File: src/rtl/arena_access_arbiter.sv
// arena_access_arbiter
//   Serialises the two players' move/bomb requests onto the shared single-port
//   arena map (100 x 2b) and bomb map (100 x 1b). It arbitrates round-robin,
//   then runs read-check-write on the maps. Each player's position is tracked here.
//
//   Ports
//     clk, rst                 clock, asynchronous active-high reset
//     pN_req / pN_op           request (held until ack), op 0=up 1=down 2=left 3=right 4=bomb
//     pN_ack / pN_ok           one-cycle completion pulse, ok=1 when applied
//     pN_row / pN_col          current position of player N
//     mem_addr                 row*10+col, shared by both maps
//     arena_rdata, bomb_rdata  map read data, valid one cycle after mem_addr
//     arena_we / arena_wdata   arena write port
//     bomb_we                  bomb write strobe (data is implicitly 1)
//
//   Build option: define MOVE_STATS_EN to add p1_moves/p2_moves, which are
//   saturating 8-bit counters of applied moves.
module arena_access_arbiter #(
    parameter int P1_ROW0 = 0,
    parameter int P1_COL0 = 0,
    parameter int P2_ROW0 = 9,
    parameter int P2_COL0 = 9
) (
    input  logic       clk,
    input  logic       rst,
    input  logic       p1_req,
    input  logic [2:0] p1_op,
    output logic       p1_ack,
    output logic       p1_ok,
    output logic [3:0] p1_row,
    output logic [3:0] p1_col,
    input  logic       p2_req,
    input  logic [2:0] p2_op,
    output logic       p2_ack,
    output logic       p2_ok,
    output logic [3:0] p2_row,
    output logic [3:0] p2_col,
    output logic [6:0] mem_addr,
    input  logic [1:0] arena_rdata,
    input  logic       bomb_rdata,
    output logic       arena_we,
    output logic [1:0] arena_wdata,
    output logic       bomb_we
`ifdef MOVE_STATS_EN
    ,
    output logic [7:0] p1_moves,
    output logic [7:0] p2_moves
`endif
);

    localparam logic [2:0] S_IDLE    = 3'd0;
    localparam logic [2:0] S_CALC    = 3'd1;
    localparam logic [2:0] S_RD      = 3'd2;
    localparam logic [2:0] S_CHK     = 3'd3;
    localparam logic [2:0] S_WR_DST  = 3'd4;
    localparam logic [2:0] S_WR_SRC  = 3'd5;
    localparam logic [2:0] S_WR_BOMB = 3'd6;
    localparam logic [2:0] S_DONE    = 3'd7;

    localparam logic [3:0] P1_R0 = 4'(P1_ROW0);
    localparam logic [3:0] P1_C0 = 4'(P1_COL0);
    localparam logic [3:0] P2_R0 = 4'(P2_ROW0);
    localparam logic [3:0] P2_C0 = 4'(P2_COL0);

    function automatic logic [6:0] cell_addr(input logic [3:0] r, input logic [3:0] c);
        return 7'(r) * 7'd10 + 7'(c);
    endfunction

    logic [2:0] state_q, state_d;
    logic       gnt_q, gnt_d;        // 0 = P1, 1 = P2
    logic       prio_q, prio_d;      // player preferred on a tie
    logic [2:0] op_q, op_d;
    logic [3:0] dst_row_q, dst_row_d, dst_col_q, dst_col_d;
    logic       ok_q, ok_d;
    logic       hold_q, hold_d;      // denial settle cycle before ack
    logic [6:0] mem_addr_q, mem_addr_d;
    logic [3:0] p1_row_q, p1_row_d, p1_col_q, p1_col_d;
    logic [3:0] p2_row_q, p2_row_d, p2_col_q, p2_col_d;
`ifdef MOVE_STATS_EN
    logic [7:0] p1_moves_q, p1_moves_d, p2_moves_q, p2_moves_d;
`endif

    logic [3:0] cur_row, cur_col, nxt_row, nxt_col;
    logic       in_range;
    logic       ack_any;

    always_comb begin
        state_d    = state_q;
        gnt_d      = gnt_q;
        prio_d     = prio_q;
        op_d       = op_q;
        dst_row_d  = dst_row_q;
        dst_col_d  = dst_col_q;
        ok_d       = ok_q;
        hold_d     = hold_q;
        mem_addr_d = mem_addr_q;
        p1_row_d   = p1_row_q;
        p1_col_d   = p1_col_q;
        p2_row_d   = p2_row_q;
        p2_col_d   = p2_col_q;
`ifdef MOVE_STATS_EN
        p1_moves_d = p1_moves_q;
        p2_moves_d = p2_moves_q;
`endif
        cur_row  = gnt_q ? p2_row_q : p1_row_q;
        cur_col  = gnt_q ? p2_col_q : p1_col_q;
        nxt_row  = cur_row;
        nxt_col  = cur_col;
        in_range = 1'b0;

        case (state_q)
            S_IDLE: begin
                if (p1_req || p2_req) begin
                    gnt_d   = (p1_req && p2_req) ? prio_q : p2_req;
                    prio_d  = ~gnt_d;
                    op_d    = gnt_d ? p2_op : p1_op;
                    state_d = S_CALC;
                end
            end
            S_CALC: begin
                case (op_q)
                    3'd0: begin in_range = (cur_row != 4'd0); nxt_row = cur_row - 4'd1; end
                    3'd1: begin in_range = (cur_row != 4'd9); nxt_row = cur_row + 4'd1; end
                    3'd2: begin in_range = (cur_col != 4'd0); nxt_col = cur_col - 4'd1; end
                    3'd3: begin in_range = (cur_col != 4'd9); nxt_col = cur_col + 4'd1; end
                    3'd4: in_range = 1'b1;  // bomb targets own cell
                    default: in_range = 1'b0;
                endcase
                if (in_range) begin
                    dst_row_d  = nxt_row;
                    dst_col_d  = nxt_col;
                    mem_addr_d = cell_addr(nxt_row, nxt_col);
                    state_d    = S_RD;
                end else begin
                    ok_d    = 1'b0;
                    hold_d  = 1'b1;
                    state_d = S_DONE;
                end
            end
            S_RD: state_d = S_CHK;  // address is out; data lands next cycle
            S_CHK: begin
                if (op_q == 3'd4 ? !bomb_rdata : (arena_rdata == 2'd0 && !bomb_rdata)) begin
                    state_d = (op_q == 3'd4) ? S_WR_BOMB : S_WR_DST;
                end else begin
                    ok_d    = 1'b0;
                    hold_d  = 1'b1;
                    state_d = S_DONE;
                end
            end
            S_WR_DST: begin
                // Switch the address at the edge so it is stable for the whole WR_SRC cycle.
                mem_addr_d = cell_addr(cur_row, cur_col);
                state_d    = S_WR_SRC;
            end
            S_WR_SRC: begin
                if (gnt_q) begin
                    p2_row_d = dst_row_q;
                    p2_col_d = dst_col_q;
`ifdef MOVE_STATS_EN
                    if (p2_moves_q != 8'hFF) p2_moves_d = p2_moves_q + 8'd1;
`endif
                end else begin
                    p1_row_d = dst_row_q;
                    p1_col_d = dst_col_q;
`ifdef MOVE_STATS_EN
                    if (p1_moves_q != 8'hFF) p1_moves_d = p1_moves_q + 8'd1;
`endif
                end
                ok_d    = 1'b1;
                hold_d  = 1'b0;
                state_d = S_DONE;
            end
            S_WR_BOMB: begin
                ok_d    = 1'b1;
                hold_d  = 1'b0;
                state_d = S_DONE;
            end
            default: begin  // S_DONE
                // Denials linger one cycle here so they ack at +2 (range) / +4 (CHK).
                if (hold_q) hold_d = 1'b0;
                else        state_d = S_IDLE;
            end
        endcase
    end

    always_ff @(posedge clk or posedge rst) begin
        if (rst) begin
            state_q    <= S_IDLE;
            gnt_q      <= 1'b0;
            prio_q     <= 1'b0;
            op_q       <= 3'd0;
            dst_row_q  <= 4'd0;
            dst_col_q  <= 4'd0;
            ok_q       <= 1'b0;
            hold_q     <= 1'b0;
            mem_addr_q <= 7'd0;
            p1_row_q   <= P1_R0;
            p1_col_q   <= P1_C0;
            p2_row_q   <= P2_R0;
            p2_col_q   <= P2_C0;
`ifdef MOVE_STATS_EN
            p1_moves_q <= 8'd0;
            p2_moves_q <= 8'd0;
`endif
        end else begin
            state_q    <= state_d;
            gnt_q      <= gnt_d;
            prio_q     <= prio_d;
            op_q       <= op_d;
            dst_row_q  <= dst_row_d;
            dst_col_q  <= dst_col_d;
            ok_q       <= ok_d;
            hold_q     <= hold_d;
            mem_addr_q <= mem_addr_d;
            p1_row_q   <= p1_row_d;
            p1_col_q   <= p1_col_d;
            p2_row_q   <= p2_row_d;
            p2_col_q   <= p2_col_d;
`ifdef MOVE_STATS_EN
            p1_moves_q <= p1_moves_d;
            p2_moves_q <= p2_moves_d;
`endif
        end
    end

    assign ack_any     = (state_q == S_DONE) && !hold_q;
    assign p1_ack      = ack_any && !gnt_q;
    assign p2_ack      = ack_any && gnt_q;
    assign p1_ok       = p1_ack && ok_q;
    assign p2_ok       = p2_ack && ok_q;
    assign p1_row      = p1_row_q;
    assign p1_col      = p1_col_q;
    assign p2_row      = p2_row_q;
    assign p2_col      = p2_col_q;
    assign mem_addr    = mem_addr_q;
    assign arena_we    = (state_q == S_WR_DST) || (state_q == S_WR_SRC);
    assign arena_wdata = (state_q == S_WR_DST) ? (gnt_q ? 2'd3 : 2'd2) : 2'd0;
    assign bomb_we     = (state_q == S_WR_BOMB);
`ifdef MOVE_STATS_EN
    assign p1_moves    = p1_moves_q;
    assign p2_moves    = p2_moves_q;
`endif

endmodule

File: config.mk
export PLATFORM = sky130hd
export DESIGN_NAME = arena_access_arbiter
export DESIGN_NICKNAME = d
export VERILOG_FILES = /design/src/rtl/arena_access_arbiter.sv
export SDC_FILE = /design/constraint.sdc
export NUM_CORES = 1
export LEC_CHECK = 0
export CAP_MARGIN = 10
export CORE_MARGIN = 4
export CORE_UTILIZATION = 42
export DETAILED_ROUTE_END_ITERATION = 8
export GPL_ROUTABILITY_DRIVEN = 0
export HOLD_SLACK_MARGIN = 0.06
export MAX_ROUTING_LAYER = met4
export PLACE_DENSITY = 0.71
export SYNTH_ARGS = -nofsm -noshare
export SYNTH_HDL_FRONTEND = slang
export SYNTH_SLANG_ARGS = --single-unit
File: constraint.sdc
create_clock -name clk -period 10.75 [get_ports clk]
set_input_delay 2.15 -clock clk [delete_from_list [all_inputs] [get_ports clk]]
set_output_delay 2.15 -clock clk [all_outputs]
set_load 0.05 [all_outputs]
==> results of run 1 <==
-- metal layers --
| layer | global-route usage (%) | vias up | wire, um |
|---|---|---|---|
| met2 | 27.3 | 40 | 2790 |
| met5 | - | - | 0 |
| met1 | 23.3 | 1002 | 2880 |
| li1 | - | 1031 | - |
| met4 | 5.91 | 0 | 83 |
| met3 | 2.70 | 5 | 234 |
-- synth_stat cells, types with 2 or more instances --
library cell,count
dfrtp_1,37
mux2_2,27
nor2_1,22
nand2_1,18
ha_1,17
inv_1,17
o21ai_0,15
a21oi_1,12
nor3_1,11
mux2i_1,8
xnor2_1,8
xor2_1,8
clkbuf_1,5
fa_1,5
or3_1,5
and3_1,4
dfstp_2,4
nand3_1,4
nor2b_1,4
buf_6,3
nand2b_1,3
a2111oi_0,2
a21o_1,2
nand3b_1,2
nor4_1,2
o211ai_1,2
o31a_1,2
-- worst min path at each step --
stage                                      start                     end  slack (ps)  cells past startpoint
after floorplan           state_q[2]$_DFFE_PP0P_  state_q[0]$_DFFE_PP0P_         430                      1
after global placement    state_q[2]$_DFFE_PP0P_  state_q[0]$_DFFE_PP0P_         450                      1
after detailed placement  state_q[2]$_DFFE_PP0P_  state_q[0]$_DFFE_PP0P_         460                      1
after CTS                 state_q[2]$_DFFE_PP0P_  state_q[0]$_DFFE_PP0P_         470                      1
after global routing      state_q[2]$_DFFE_PP0P_  state_q[0]$_DFFE_PP0P_         510                      1
final                     state_q[2]$_DFFE_PP0P_  state_q[0]$_DFFE_PP0P_         460                      1
-- through the flow --
stage          cells  worst slack (ps)
3_5_place_dp     375              6590
4_1_cts          383              6250
5_1_grt          383              6090
2_1_floorplan    266              6890
3_3_place_gp     375              6630
6_report         383              6260
-- flip-flops by register name (all words and copies together), names as in the netlist, 3 cells and up --
name	cells
p2_row	4
p2_col	4
state_q	3
op_q	3
p1_row	4
mem_addr	7
dst_col_q	4
p1_col	4
dst_row_q	4
-- area by class of cell --
| type | count | area share (%) |
|---|---|---|
| multi-input cells | 198 | 47.3 |
| flip-flops and latches | 41 | 31.6 |
| repair buffers | 44 | 13.4 |
| well taps | 75 | 2.87 |
| clock buffers | 6 | 2.53 |
| inverters | 17 | 1.95 |
| clock inverters | 2 | 0.421 |
-- logic make-up (layout without fill, tap and decap cells) --
group	Yosys count	after routing	share of synthesized area [%]
xor+xnor	16	16	5.18
fa+ha+maj	22	22	11.6
mux	36	36	14.8
flops	41	41	38.1
buf+inv	27	69	4.77
simple gates	76	76	13.3
compound gates	48	48	12.3
==> results by group, run 1 <==
Final layout
  • Layout area overhead: 20.8%
  • Layout cell share with drive strength beyond 1: between 10% and 20%
  • Commonest non-fill, non-tap cells in the layout: 43 x clkdlybuf4s50_1, 37 x dfrtp_1, 27 x mux2_2
  • Fill cell count: roughly 570
  • Area of the multi-input gates: 0.00154 mm2
  • N_diodes: 0
  • Nets@finish: roughly 340
  • Final instance area: 0.00327 mm2
  • Commonest non-fill, non-tap cell in the layout: clkdlybuf4s50_1
  • FF+latch area: about 0.0010 mm2
  • Fin util: 53.6%

Worst setup path
  • Worst R2R Start: gnt_q$_DFFE_PP0P_
  • Worst EP arrival: approximately 2300 ps
  • Worst setup path endpoint: arena_wdata[1]
  • Crit. path cell count: 5
  • Crit start category: flop
  • Crit path kind: reg -> out
  • Crit path launch: state_q[2]$_DFFE_PP0P_
  • Crit path required time: 8600 ps
  • Delay-heaviest family, CP: buffers and inverters
  • Crit path buf inv count: 3
  • CP Capture Type: output pin
  • CP max stage cell: clkdlybuf4s50_1
  • Slowest stage delay, CP: approximately 850 ps
  • Worst path most repeated cell: inv_1
  • Crit Path Max Fanout: 14
  • Worst Reg-to-Reg Cells: 13
  • CP cell instances: inv_1 -> nor2_1 -> nand2_1 -> inv_1 -> clkdlybuf4s50_1
  • RR Endpoint: mem_addr[6]$_DFFE_PP0P_
  • Flop2flop setup slack: roughly 6700 ps

Yosys
  • Mapped Area: 0.00270 mm2
  • Largest cells by area after synthesis: dfrtp_1 34%, mux2_2 11%, ha_1 7.9%, dfstp_2 3.9%, fa_1 3.7%
  • Post-Syn Nets: about 300
  • Post-synth EDFFs: 0
  • Sequential-to-total area share from yosys stat: 38.1%
  • Top FF cell, synth: dfrtp_1
  • Synth cell types: 44
  • Dominant cell type by area after synthesis: dfrtp_1
  • FFs w/ async S/R, synth: 100%
  • Mapped Cells: between 200 and 300
  • #FFs+latches synth: 41
  • Top-area cell type share of the netlist area: 34.2%
  • Mean post-synth cell area: 10.2 um2
  • Yosys warning count: 0

CTS
  • Clock Latency Late Sink: 290 ps
  • Clock sink count: 41
  • CTS tree: built
  • Clock slew at reported path FFs: about 80 ps
  • Root Driver: clkbuf_8
  • Num CTS Buffers: 5
  • Hold bufs inserted after CTS: 0
  • CTS H-Tree Depth: 2
  • Post CTS Setup Buffer Count: 0
  • Clock Path Buffers: 2
  • Post-cts sizing count: 0

Flow run
  • Max Cap Viol: 0

Drt
  • Total number of vias: between 2,000 and 2,500
  • Initial DRC Count: just over 90
  • DRT Pass-1 Iters: 4
  • Vias per Instance: around 5.4
  • Residual DRC: 0
  • Wire per inst: roughly 16 um
  • Detailed Route WL: ~6.0 mm
  • Antenna viol nets, final: 0

Floorplan
  • Die Ht: 88.2 um
  • Die area: 0.00779 mm2
  • Initial Util: 44.4%
  • Chip width: ~88 um
  • I/O Pins: 44
  • Total core area: 0.00610 mm2
  • Row cnt: 28

Global routing
  • Tot GR Track Use: between 10% and 20%
  • Largest net degree at the start of global routing: 42
  • Initial antenna violation count: 0
  • Remaining global-route overflow: 0
  • Vias in the first global route: ~2,100
  • First-pass GRT wire length: between 10 and 15 mm

STA
  • RSZ-0062 raised after global routing: false
  • Setup TNS Final: 0 ps
  • Hold Slack: 465 ps
  • Min cycle time layout: 4490 ps
  • Tightest Pin Transition: approximately 850 ps
  • Clk_skew: 5.35 ps
  • Setup-failing EPs final: 0
  • Slew Limit Fails: 0
  • Final Hold Viols: 0
  • Tcrit/Tclk final: 41.8%
  • Relative max-transition margin: roughly 43%
  • Fmax: between 0.2 and 0.25 GHz

Worst hold path
  • Hold WC Path Type: reg -> reg

Run status
  • Status: complete, no violations

Placed design
  • Placed Area: between 0.003 and 0.004 mm2
  • Post-DP HPWL: between 4 and 5 mm
  • I/O Buffers: 43
Power of run 1 is not shown: default switching activity piles up to over one toggle a cycle in this logic, so the estimate is an artifact.
==> run 2: changes to the inputs <==
--- a/config.mk
+++ b/config.mk
@@ -12,7 +12,7 @@
 export GPL_ROUTABILITY_DRIVEN = 0
 export HOLD_SLACK_MARGIN = 0.06
 export MAX_ROUTING_LAYER = met4
-export PLACE_DENSITY = 0.71
+export PLACE_DENSITY = 0.74
 export SYNTH_ARGS = -nofsm -noshare
 export SYNTH_HDL_FRONTEND = slang
 export SYNTH_SLANG_ARGS = --single-unit
==> constraint.sdc (replaced) <==
create_clock -name clk -period 3.7 [get_ports clk]
set_input_delay 0.74 -clock clk [delete_from_list [all_inputs] [get_ports clk]]
set_output_delay 0.74 -clock clk [all_outputs]
set_load 0.05 [all_outputs]
==> run 2 against run 1 <==
  * Cell count rose by 2.1%
  * Count of clock-buffer cells in the layout rose by 2
  * Critical path type is now reg -> reg
  * Die area did not move
  * Non-clock buffer count rose by 8
==> results by group, run 2 (synthesis gave the netlist of run 1 again) <==
Final layout
  • Fin util: 54.8% (was 53.6%)
  • N_diodes: 0 (unchanged)
  • FF+latch area: 0.00103 mm2 (about the same)
  • Layout cell share with drive strength beyond 1: 17.1% (was 14.0%)
  • Commonest non-fill, non-tap cells in the layout: 43 x clkdlybuf4s50_1, 36 x dfrtp_1, 27 x mux2_2 (was 43 x clkdlybuf4s50_1, 37 x dfrtp_1, 27 x mux2_2)
  • Max reg flops: 7 (unchanged)
  • Commonest non-fill, non-tap cell in the layout: clkdlybuf4s50_1 (unchanged)
  • Nets@finish: 350 (was 342)
  • Fill cell count: 559 (was 569)
  • Area of the multi-input gates: 0.00156 mm2 (was 0.00154 mm2)
  • Layout area overhead: 23.5% (was 20.8%)

CTS
  • Clock Latency Late Sink: 290 ps (about the same)
  • Clock Path Buffers: 2 (unchanged)
  • Num CTS Buffers: 5 (unchanged)
  • Clock sink count: 41 (unchanged)
  • CTS H-Tree Depth: 2 (unchanged)
  • Root Driver: clkbuf_8 (unchanged)
  • CTS tree: built (unchanged)
  • Clock slew at reported path FFs: 80 ps (about the same)

STA
  • Tightest Pin Transition: 835 ps (was 850 ps)
  • Slew Limit Fails: 0 (unchanged)
  • Min cycle time layout: ~3500 ps
  • Final Hold Viols: 0 (unchanged)
  • Relative max-transition margin: 44.2% (was 43.2%)
  • RSZ-0062 raised after global routing: false (unchanged)
  • Tcrit/Tclk final: about 95%
  • Clk_skew: 12.9 ps (was 5.35 ps)
  • Final worst slack: 167 ps (was 6260 ps)
  • Fmax: about 0.28 GHz
  • Setup-failing EPs final: 0 (unchanged)
  • Setup TNS Final: 0 ps (unchanged)

Global routing
  • Remaining global-route overflow: 0 (unchanged)
  • Vias in the first global route: 2,210 (was 2,113)
  • Tot GR Track Use: 18.4% (was 17.5%)
  • Largest net degree at the start of global routing: 42 (unchanged)
  • First-pass GRT wire length: 10.8 mm (was 10.3 mm)
  • Initial antenna violation count: 0 (unchanged)

Worst hold path
  • Hold WC Path Type: reg -> reg (unchanged)
  • Worst Hold Path Cells: 1 (unchanged)
  • Hold Path Origin: state_q[2]$_DFFE_PP0P_ (unchanged)
  • Hold path endpoint: state_q[0]$_DFFE_PP0P_ (unchanged)

Drt
  • DRT Pass-1 Iters: 4 (unchanged)
  • Total number of vias: 2,133 (was 2,078)
  • Antenna viol nets, final: 0 (unchanged)
  • Wire per inst: 16.6 um (was 15.7 um)
  • Residual DRC: 0 (unchanged)
  • Initial DRC Count: 120 (was 93)
  • Vias per Instance: 5.46 (was 5.43)
  • Detailed Route WL: 6.48 mm (was 6.00 mm)

Flow run
  • Max Cap Viol: 0 (unchanged)

Floorplan
  • Chip width: 88.2 um (unchanged)
  • Total core area: 0.00610 mm2 (unchanged)
  • Die Ht: 88.2 um (unchanged)
  • Initial Util: 44.4% (unchanged)
  • Row cnt: 28 (unchanged)
  • I/O Pins: 44 (unchanged)
  • Die area: 0.00779 mm2 (unchanged)

Worst setup path
  • Flop2flop setup slack: 170 ps (was 6680 ps)
  • Worst R2R Start: gnt_q$_DFFE_PP0P_ (unchanged)
  • Crit path kind: reg -> reg (was reg -> out)
  • CP Capture Type: flop (was output pin)
  • Crit Path Max Fanout: 6 (was 14)
  • Crit path required time: 3880 ps (was 8600 ps)
  • RR Endpoint: mem_addr[6]$_DFFE_PP0P_ (unchanged)
  • Worst Reg-to-Reg Cells: 13 (unchanged)
  • Crit start category: flop (unchanged)
  • Worst EP arrival: 3710 ps (was 2340 ps)

Placed design
  • Post-DP HPWL: 4.95 mm (was 4.63 mm)
  • Placement Setup Slack: 171 ps (was 6590 ps)
  • I/O Buffers: 43 (unchanged)

Run status
  • Status: complete, no violations (unchanged)
==> run 2: cell types whose count changed in the layout (fill, tap and decap cells not counted), moves of 2 or more <==
cell	previous run	this run
buf_4	1	8
clkbuf_1	0	2
mux2i_1	8	6
mux2i_2	0	2
==> run 2: per-layer routing <==
metal | up-vias | part of all wire (%) | GRT usage (%)
met2 | 63 | 46 | 28.5
li1 | 1044 | - | -
met4 | 0 | 0.88 | 3.71
met3 | 8 | 4.9 | 3.07
met5 | - | 0 | -
met1 | 1018 | 48 | 25.5
==> run 2: final cells by class <==
cell class                 count  share of cell area, %
sequential                    41                   30.9
timing repair buffer          52                   15.0
tap                           75                   2.81
inverter                      17                   1.91
clock buffer                   8                   2.70
multi-input combinational    198                   46.6
==> run 2: per-stage QoR <==
stage | area [um2] | instances | hold WS (ps)
3_3_place_gp | 3230 | 383 | 457
5_1_grt | 3340 | 391 | 500
4_1_cts | 3320 | 391 | 479
2_1_floorplan | 2700 | 266 | 435
6_report | 3340 | 391 | 478
3_5_place_dp | 3230 | 383 | 467
==> run 2: worst max-delay path: stages (launching register included) <==
cell	delay, ps
dfrtp_2	410
mux2_2	420
ha_1	310
nand2_1	50
o21ai_0	190
mux2i_1	240
xnor2_1	170
ha_1	260
ha_1	210
fa_1	540
nand3b_1	100
xor2_1	150
xnor2_1	130
o221a_2	240
==> run 2: repair_timing <==
| item | 4_1_cts | 5_1_grt |
|---|---|---|
| setup buffers | 0 | 0 |
| endpoints found under the setup margin | 0 | 1 |
| gates resized for setup | 0 | 6 |
| hold buffers | 0 | 0 |
==> run 2: worst max-delay path by stage <==
stage                                  from                      end  depth (start not counted)
after CTS                 gnt_q$_DFFE_PP0P_  mem_addr[6]$_DFFE_PP0P_                         13
after global placement    gnt_q$_DFFE_PP0P_  mem_addr[6]$_DFFE_PP0P_                         13
final                     gnt_q$_DFFE_PP0P_  mem_addr[6]$_DFFE_PP0P_                         13
after floorplan           gnt_q$_DFFE_PP0P_  mem_addr[6]$_DFFE_PP0P_                         15
after global routing      gnt_q$_DFFE_PP0P_  mem_addr[6]$_DFFE_PP0P_                         12
after detailed placement  gnt_q$_DFFE_PP0P_  mem_addr[6]$_DFFE_PP0P_                         13
Power of run 2 is left out for the same reason.
==> run 3: changes to the inputs <==
--- a/config.mk
+++ b/config.mk
@@ -12,7 +12,8 @@
 export GPL_ROUTABILITY_DRIVEN = 0
 export HOLD_SLACK_MARGIN = 0.06
 export MAX_ROUTING_LAYER = met4
-export PLACE_DENSITY = 0.74
+export PLACE_DENSITY_LB_ADDON = 0.25
 export SYNTH_ARGS = -nofsm -noshare
 export SYNTH_HDL_FRONTEND = slang
 export SYNTH_SLANG_ARGS = --single-unit
+export TNS_END_PERCENT = 100
==> run 3 against run 2 <==
  * First-iteration DRC count decreased by 16%
  * Largest cell class unchanged
  * Highest routed layer unchanged
  * Critical path depth unchanged
  * Cell count increased by 1.0%
  * Cell area increased by 0.97%
==> results by group, run 3 (synthesis gave the netlist of run 1 again) <==
Floorplan
  • Die Ht: 88.2 um (unchanged)
  • I/O Pins: 44 (unchanged)
  • Total core area: 0.00610 mm2 (unchanged)
  • Initial Util: 44.4% (unchanged)
  • Chip width: 88.2 um (unchanged)
  • Row cnt: 28 (unchanged)
  • Die area: 0.00779 mm2 (unchanged)

Global routing
  • Largest net degree at the start of global routing: 42 (unchanged)
  • Vias in the first global route: 2,154 (was 2,210)
  • Initial antenna violation count: 0 (unchanged)
  • Remaining global-route overflow: 0 (unchanged)
  • Tot GR Track Use: 18.8% (was 18.4%)
  • First-pass GRT wire length: 10.9 mm (was 10.8 mm)

STA
  • Clk_skew: 9.78 ps (was 12.9 ps)
  • Setup-failing EPs final: 0 (unchanged)
  • Fmax: 0.281 GHz (was 0.283 GHz)
  • Final Hold Viols: 0 (unchanged)
  • RSZ-0062 raised after global routing: false (unchanged)
  • Setup TNS Final: 0 ps (unchanged)
  • Min cycle time layout: 3560 ps (was 3530 ps)
  • Relative max-transition margin: 39.0% (was 44.2%)
  • Tightest Pin Transition: 914 ps (was 835 ps)
  • Slew Limit Fails: 0 (unchanged)
  • Tcrit/Tclk final: 96.1% (was 95.5%)

Drt
  • DRT Pass-1 Iters: 4 (unchanged)
  • Vias per Instance: 5.46 (about the same)
  • Total number of vias: 2,156 (was 2,133)
  • Residual DRC: 0 (unchanged)
  • Detailed Route WL: 6.52 mm (was 6.48 mm)
  • Antenna viol nets, final: 0 (unchanged)
  • Initial DRC Count: 101 (was 120)
  • Wire per inst: 16.5 um (was 16.6 um)

Worst setup path
  • Crit path required time: 3890 ps (was 3880 ps)
  • CP Capture Type: flop (unchanged)
  • Worst EP arrival: 3750 ps (was 3710 ps)
  • Crit start category: flop (unchanged)
  • Crit path kind: reg -> reg (unchanged)
  • Crit Path Max Fanout: 4 (was 6)

Final layout
  • Commonest non-fill, non-tap cell in the layout: clkdlybuf4s50_1 (unchanged)
  • N_diodes: 0 (unchanged)
  • Max reg flops: 7 (unchanged)
  • Fill cell count: 573 (was 559)
  • Commonest non-fill, non-tap cells in the layout: 43 x clkdlybuf4s50_1, 37 x dfrtp_1, 27 x mux2_2 (was 43 x clkdlybuf4s50_1, 36 x dfrtp_1, 27 x mux2_2)
  • Layout area overhead: 24.7% (was 23.5%)
  • Layout cell share with drive strength beyond 1: 17.2% (was 17.1%)
  • Nets@finish: 354 (was 350)
  • FF+latch area: 0.00103 mm2 (about the same)
  • Area of the multi-input gates: 0.00155 mm2 (was 0.00156 mm2)

Placed design
  • Post-DP HPWL: 4.94 mm (was 4.95 mm)
  • I/O Buffers: 43 (unchanged)

CTS
  • Clock slew at reported path FFs: 90 ps (was 80 ps)
  • Clock Latency Late Sink: 300 ps (was 290 ps)
  • Clock Path Buffers: 2 (unchanged)
  • CTS tree: built (unchanged)
  • CTS H-Tree Depth: 2 (unchanged)
  • Root Driver: clkbuf_8 (unchanged)
  • Num CTS Buffers: 5 (unchanged)
  • Clock sink count: 41 (unchanged)

Worst hold path
  • Hold WC Path Type: reg -> reg (unchanged)

Flow run
  • Max Cap Viol: 0 (unchanged)

Run status
  • Status: complete, no violations (unchanged)
[run 3: final timing paths]
kind / slack (ps) / start / depth (start not counted) / to
worst max-delay path: 140 / gnt_q$_DFFE_PP0P_ / 13 / mem_addr[6]$_DFFE_PP0P_
worst min-delay path: 470 / state_q[2]$_DFFE_PP0P_ / 1 / state_q[0]$_DFFE_PP0P_
worst max register to register: 140 / gnt_q$_DFFE_PP0P_ / 13 / mem_addr[6]$_DFFE_PP0P_
worst min register to register: 470 / state_q[2]$_DFFE_PP0P_ / 1 / state_q[0]$_DFFE_PP0P_
max in group asynchronous: 2440 / rst / 3 / p2_row[0]$_DFFE_PP1P_
min in group asynchronous: 890 / rst / 3 / state_q[2]$_DFFE_PP0P_
[run 3: area by class of cell]
cell class | instances | share of cell area [%]
Clock buffer | 6 | 2.15
Clock inverter | 2 | 1.04
Inverter | 17 | 1.89
Multi-Input combinational cell | 198 | 45.9
Sequential cell | 41 | 30.6
Tap cell | 75 | 2.78
Timing Repair Buffer | 56 | 15.7
[run 3: metrics by stage]
step                      worst slack [ps]  std cells  hold slack, ps  cell area, um2  util, %
after floorplan                       51.6        266             435            2700        -
after global placement                 226        386             457            3250     53.4
after detailed placement               132        386             462            3250     53.4
after CTS                              111        394             475            3360     55.1
after global routing                  17.0        395             498            3370     55.3
final                                  143        395             474            3370     55.3
[run 3: worst max-delay path, stage by stage, from the launching register on]
cell      delay, ps
dfrtp_1         410
mux2_2          350
ha_1            330
a21oi_1         150
o21ai_1         110
mux2i_1         140
xnor2_1         280
ha_1            290
ha_1            220
fa_1            530
nand3b_1        110
xor2_1          160
xnor2_1         120
o221a_2         250
[run 3: layer usage]
metal,track usage (%),wire length [um]
met4,5.36,89
met2,27.1,2980
met1,27.7,3170
met5,-,0
met3,2.51,287
[run 3: timing repair]
item,4_1_cts,5_1_grt
endpoints found under the hold margin,0,0
hold buffers,0,0
endpoints found under the setup margin,0,1
resized for setup,0,2
buffers inserted,0,1
Power of run 3 is left out for the same reason.
